===== src/rtl/slt_seq_cmp.sv =====
// +-----------------------------------------------------------------------+
// | slt_seq_cmp: multi-cycle, multi-mode set-on-compare, MSB slice first   |
// | Revision: 1.0                                                          |
// +-----------------------------------------------------------------------+
`default_nettype none

module slt_seq_cmp #(
  parameter int WIDTH    = 32,
  parameter int CHUNK    = 8,
  parameter bit MASK_OUT = 1'b1
) (
  input  logic                            clk,
  input  logic                            rst_n,
  input  logic                            in_valid,
  output logic                            in_ready,
  input  logic [WIDTH-1:0]                inA,
  input  logic [WIDTH-1:0]                inB,
  input  logic [2:0]                      mode,
  output logic                            out_valid,
  input  logic                            out_ready,
  output logic [WIDTH-1:0]                sltout,
  output logic                            flag,
  output logic                            err,
  output logic [$clog2(WIDTH/CHUNK):0]    ncmp
);

  localparam int N   = WIDTH / CHUNK;
  localparam int KW  = (N > 1) ? $clog2(N) : 1;
  localparam int NCW = $clog2(N) + 1;
  localparam logic [WIDTH-1:0] SIGN_BIT = {1'b1, {(WIDTH-1){1'b0}}};
  localparam logic [WIDTH-1:0] TRUE_VAL = MASK_OUT ? {WIDTH{1'b1}} : WIDTH'(1);

  if ((WIDTH % CHUNK) != 0) begin : g_bad_chunk
    $error("slt_seq_cmp: WIDTH must be a multiple of CHUNK");
  end

  typedef enum logic [1:0] {
    S_IDLE = 2'd0,
    S_CMP  = 2'd1,
    S_DONE = 2'd2
  } state_t;

  state_t           state_q;
  logic [WIDTH-1:0] a_q, b_q;
  logic [2:0]       mode_q;
  logic [KW-1:0]    k_q;
  logic [NCW-1:0]   ncmp_q, ncmp_d;
  logic [WIDTH-1:0] sltout_q, sltout_d;
  logic             flag_q, err_q, out_valid_q;

  logic [CHUNK-1:0] w_slice_a, w_slice_b;
  logic             w_lt, w_eq, w_hit, w_illegal;
  logic [WIDTH-1:0] w_flip;

  always_comb begin
    w_slice_a = a_q[int'(k_q)*CHUNK +: CHUNK];
    w_slice_b = b_q[int'(k_q)*CHUNK +: CHUNK];
    w_lt      = (w_slice_a < w_slice_b);
    // eq only feeds a result when this is the last slice, so it is the full-word equality
    w_eq      = (w_slice_a == w_slice_b);
    case (mode_q)
      3'b000, 3'b001: w_hit = w_lt;
      3'b010:         w_hit = w_eq;
      3'b011:         w_hit = !w_eq;
      3'b100, 3'b101: w_hit = !w_lt;
      default:        w_hit = 1'b0;
    endcase
    sltout_d  = w_hit ? TRUE_VAL : '0;
    ncmp_d    = ncmp_q + NCW'(1);
    w_illegal = mode[2] & mode[1];
    // Flipping the sign bit turns a signed compare into an unsigned one
    w_flip    = (mode[1:0] == 2'b00) ? SIGN_BIT : '0;
  end

  always_ff @(posedge clk) begin
    if (!rst_n) begin
      state_q     <= S_IDLE;
      a_q         <= '0;
      b_q         <= '0;
      mode_q      <= '0;
      k_q         <= '0;
      ncmp_q      <= '0;
      sltout_q    <= '0;
      flag_q      <= 1'b1;
      err_q       <= 1'b0;
      out_valid_q <= 1'b0;
    end else begin
      case (state_q)
        S_IDLE: begin
          if (in_valid) begin
            a_q    <= inA ^ w_flip;
            b_q    <= inB ^ w_flip;
            mode_q <= mode;
            ncmp_q <= '0;
            if (w_illegal) begin
              sltout_q    <= '0;
              flag_q      <= 1'b1;
              err_q       <= 1'b1;
              out_valid_q <= 1'b1;
              state_q     <= S_DONE;
            end else begin
              k_q     <= KW'(N - 1);
              state_q <= S_CMP;
            end
          end
        end
        S_CMP: begin
          ncmp_q <= ncmp_d;
          if (!w_eq || (k_q == '0)) begin
            sltout_q    <= sltout_d;
            flag_q      <= !w_hit;
            err_q       <= 1'b0;
            out_valid_q <= 1'b1;
            state_q     <= S_DONE;
          end else begin
            k_q <= k_q - KW'(1);
          end
        end
        S_DONE: begin
          if (out_ready) begin
            out_valid_q <= 1'b0;
            state_q     <= S_IDLE;
          end
        end
        default: state_q <= S_IDLE;
      endcase
    end
  end

  assign in_ready  = rst_n && (state_q == S_IDLE);
  assign out_valid = out_valid_q;
  assign sltout    = sltout_q;
  assign flag      = flag_q;
  assign err       = err_q;
  assign ncmp      = ncmp_q;

endmodule

`default_nettype wire


===== config.mk =====
export PLATFORM = sky130hd
export DESIGN_NAME = slt_seq_cmp
export DESIGN_NICKNAME = d
export VERILOG_FILES = /design/src/rtl/slt_seq_cmp.sv
export SDC_FILE = /design/constraint.sdc
export NUM_CORES = 1
export LEC_CHECK = 0
export ABC_AREA = 0
export CORE_ASPECT_RATIO = 1.1
export CORE_MARGIN = 8
export CORE_UTILIZATION = 44
export CTS_BUF_LIST = sky130_fd_sc_hd__clkbuf_2
export DETAILED_ROUTE_END_ITERATION = 10
export PLACE_DENSITY = 0.86
export SYNTH_ARGS = -nofsm -noshare
export SYNTH_HDL_FRONTEND = slang
export SYNTH_SLANG_ARGS = --single-unit
export TNS_END_PERCENT = 1

===== constraint.sdc =====
create_clock -name clk -period 2.5 [get_ports clk]
set_clock_uncertainty 0.1 [all_clocks]
set_input_delay 0.375 -clock clk [delete_from_list [all_inputs] [get_ports clk]]
set_output_delay 0.375 -clock clk [all_outputs]
set_load 0.02 [all_outputs]

==> results.yml <==
cells_and_area:
  nets: 593
  layout.cells.non_filler: 628
  fin_area_mm2: 0.00495
  areaGrowthSynthToFinish_pct: 34.5
  final_cell_mix: "nand2_1, clkdlybuf4s50_1, dfxtp_1"
  final_common_cell: "nand2_1"
  drive_gt1_frac: 0.134
  final_core_utilization: 0.601
timing:
  fmax_mhz: 383
  setup_ws_ns: -0.113
  min_period_ns: 2.61
  tightestPinTransition_ns: 0.717
  finalHoldViolations: 0
  slew_viol_final: 0
  final-setup-viol-count: 5
  slew_headroom: 0.522
  post-route-period-util: 1.05
  rsz0062_at_grt: "true"
clock_network:
  clock_path_buffers: 2
  numCtsBuffers: 9
  worstSkewPairLatency_ns: 0.56
  cts-root-buf: "clkbuf_2"
  tritoncts: "built"
  clk_pin_slew_worst_paths_ns: 0.22
  htreeDepth: 3
  cts_sinks: 78
critical_path:
  crit_type: "reg -> reg"
  startpoint: "k_q[0]$_SDFFE_PN0P_"
  worstSetupStartpointType: "flop"
  arrival_ns: 2.97
  cp.required_ns: 2.86
  reg2reg_from: "k_q[0]$_SDFFE_PN0P_"
  worstSetupEndpointType: "flop"
  path_max_fanout: 6
placement:
  placed_area_mm2: 0.00470
  pre_cts_ws_ns: -0.0797
  io_buffers: 109
  dpl.hpwl_mm: 7.35
  place_congestion: 0.890
  dp_cells: 610
synth:
  ys.flop_type: "dfxtp_1"
  synth_nets: 516
  synth_warnings: 0
  syn_avg_cell_area_um2: 8.46
  syn_area_mm2: 0.00368
  ys_async_sr_fraction: 0
  synth.distinct_cells: 38
  ys_ff_latch: 78
  synthCells: 435
  yosysSeqAreaShare: 0.424
  synth_edf_count: 0
detailed_routing:
  wl_per_cell_um: 15.8
  first_iter_violations: 287
  routed_wl_mm: 9.94
  drc_errors: 0
  ant_nets: 0
  routed_via_density: 5.22
  via_count: 3276
  drt_first_pass_iters: 7
global_routing:
  grt_start_max_net_pins: 74
  grt.overflow.total: 0
  antenna_found_initial: 0
  track_usage: 0.176
  first_global_vias: 3345
  grt_pass1_wl_mm: 15.9
pwr:
  power_density_mw_per_mm2: 606
  ir_worst_vdd_v: 0.000430
  p_leak_nw: 1.82
  finalPower_w: 0.00300
run_status:
  violations: "setup timing"
  status: "complete, but fails checks"
hold_path:
  holdCritPathClass: "in -> reg"
  hold_start: "inB[20]"
floorplan:
  initial_core_util: 0.447
  die_h_um: 112
  ios: 110
  die-area_mm2: 0.0115
  core.rowCount: 35
  core-area_mm2: 0.00823
  die_width_um: 103
run:
  maxCapViolCount: 0
synth_stat cells, drive strengths merged, types with 3 or more instances:
master,n,share of area
nor2,11,0.011
inv,14,0.014
nor3,4,0.0082
clkbuf,15,0.015
a21oi,69,0.094
o21ai,3,0.0041
mux4,16,0.098
a211oi,4,0.0082
nand3,3,0.0041
ha,10,0.034
nand2,132,0.13
buf,45,0.080
dfxtp,78,0.42
o21bai,3,0.0061
cell type report:
class	count	area [um^2]
sequential	78	1570
clock buffer	10	50.0
antenna	1	2.50
inverter	14	52.6
multi-input combinational	283	1840
clock inverter	5	51.3
fill	691	3280
timing repair buffer	126	1250
tap	111	139
path summary, 6_finish.rpt:
path | to | depth (start not counted) | slack [ns]
max reg2reg | flag$_SDFFE_PN1P_ | 8 | -0.11
min | b_q[20]$_SDFFE_PN0P_ | 3 | 0.24
max | flag$_SDFFE_PN1P_ | 8 | -0.11
min reg2reg | a_q[21]$_SDFFE_PN0P_ | 2 | 0.37
what timing repair did:
action / 4_1_cts / 5_1_grt
gates resized for setup: 13 / 5
gates cloned: 0 / 0
setup buffers: 0 / 2
hold buffers: 0 / 0
pin swaps: 5 / 4
endpoints found under the setup margin: 6 / 8
metrics by stage:
stage / TNS, ns / hold WS (ns)
2_1_floorplan: 0 / 0.333
3_3_place_gp: -0.00947 / 0.342
3_5_place_dp: -0.154 / 0.349
4_1_cts: -0.0350 / 0.217
5_1_grt: -0.903 / 0.215
6_report: -0.237 / 0.236
report_power, final:
part	switching (W)	internal, W	total (W)
Combinational	0.000460	0.000480	0.000940
Sequential	0.0000697	0.00134	0.00141
Clock	0.000429	0.000222	0.000651
Total	0.000958	0.00204	0.00300
metal layers:
metal / share of wire / wire length, um / GRT usage
met1: 0.36 / 3620 / 0.187
met2: 0.51 / 5100 / 0.302
met3: 0.090 / 896 / 0.0474
met4: 0.032 / 318 / 0.101
met5: 0 / 0 / 0
logic make-up (layout without fill, tap and decap cells):
logic type,Yosys count,count (layout),synth area share
simple gates,161,161,0.180
compound gates,90,90,0.137
flops,78,78,0.424
buf+inv,74,155,0.110
mux,20,20,0.109
fa+ha+maj,10,10,0.0340
xor+xnor,2,2,0.00476
other cells,0,1,0
flip-flops by register name (all words and copies together) (netlist names):
name       flops
err            1
k_q            2
ncmp           3
mode_q         3
sltout         1
state_q        2
b_q           32
flag           1
out_valid      1
a_q           32
worst max-delay path, stage by stage, from the launching register on:
cell      delay, ns
dfxtp_2        0.39
buf_6          0.13
mux4_2         0.55
ha_4           0.29
nand4_1        0.18
or3_1          0.42
a311oi_2       0.24
mux2i_1        0.12
o31a_1         0.11
Note: power is estimated with default switching activity, not from simulation.
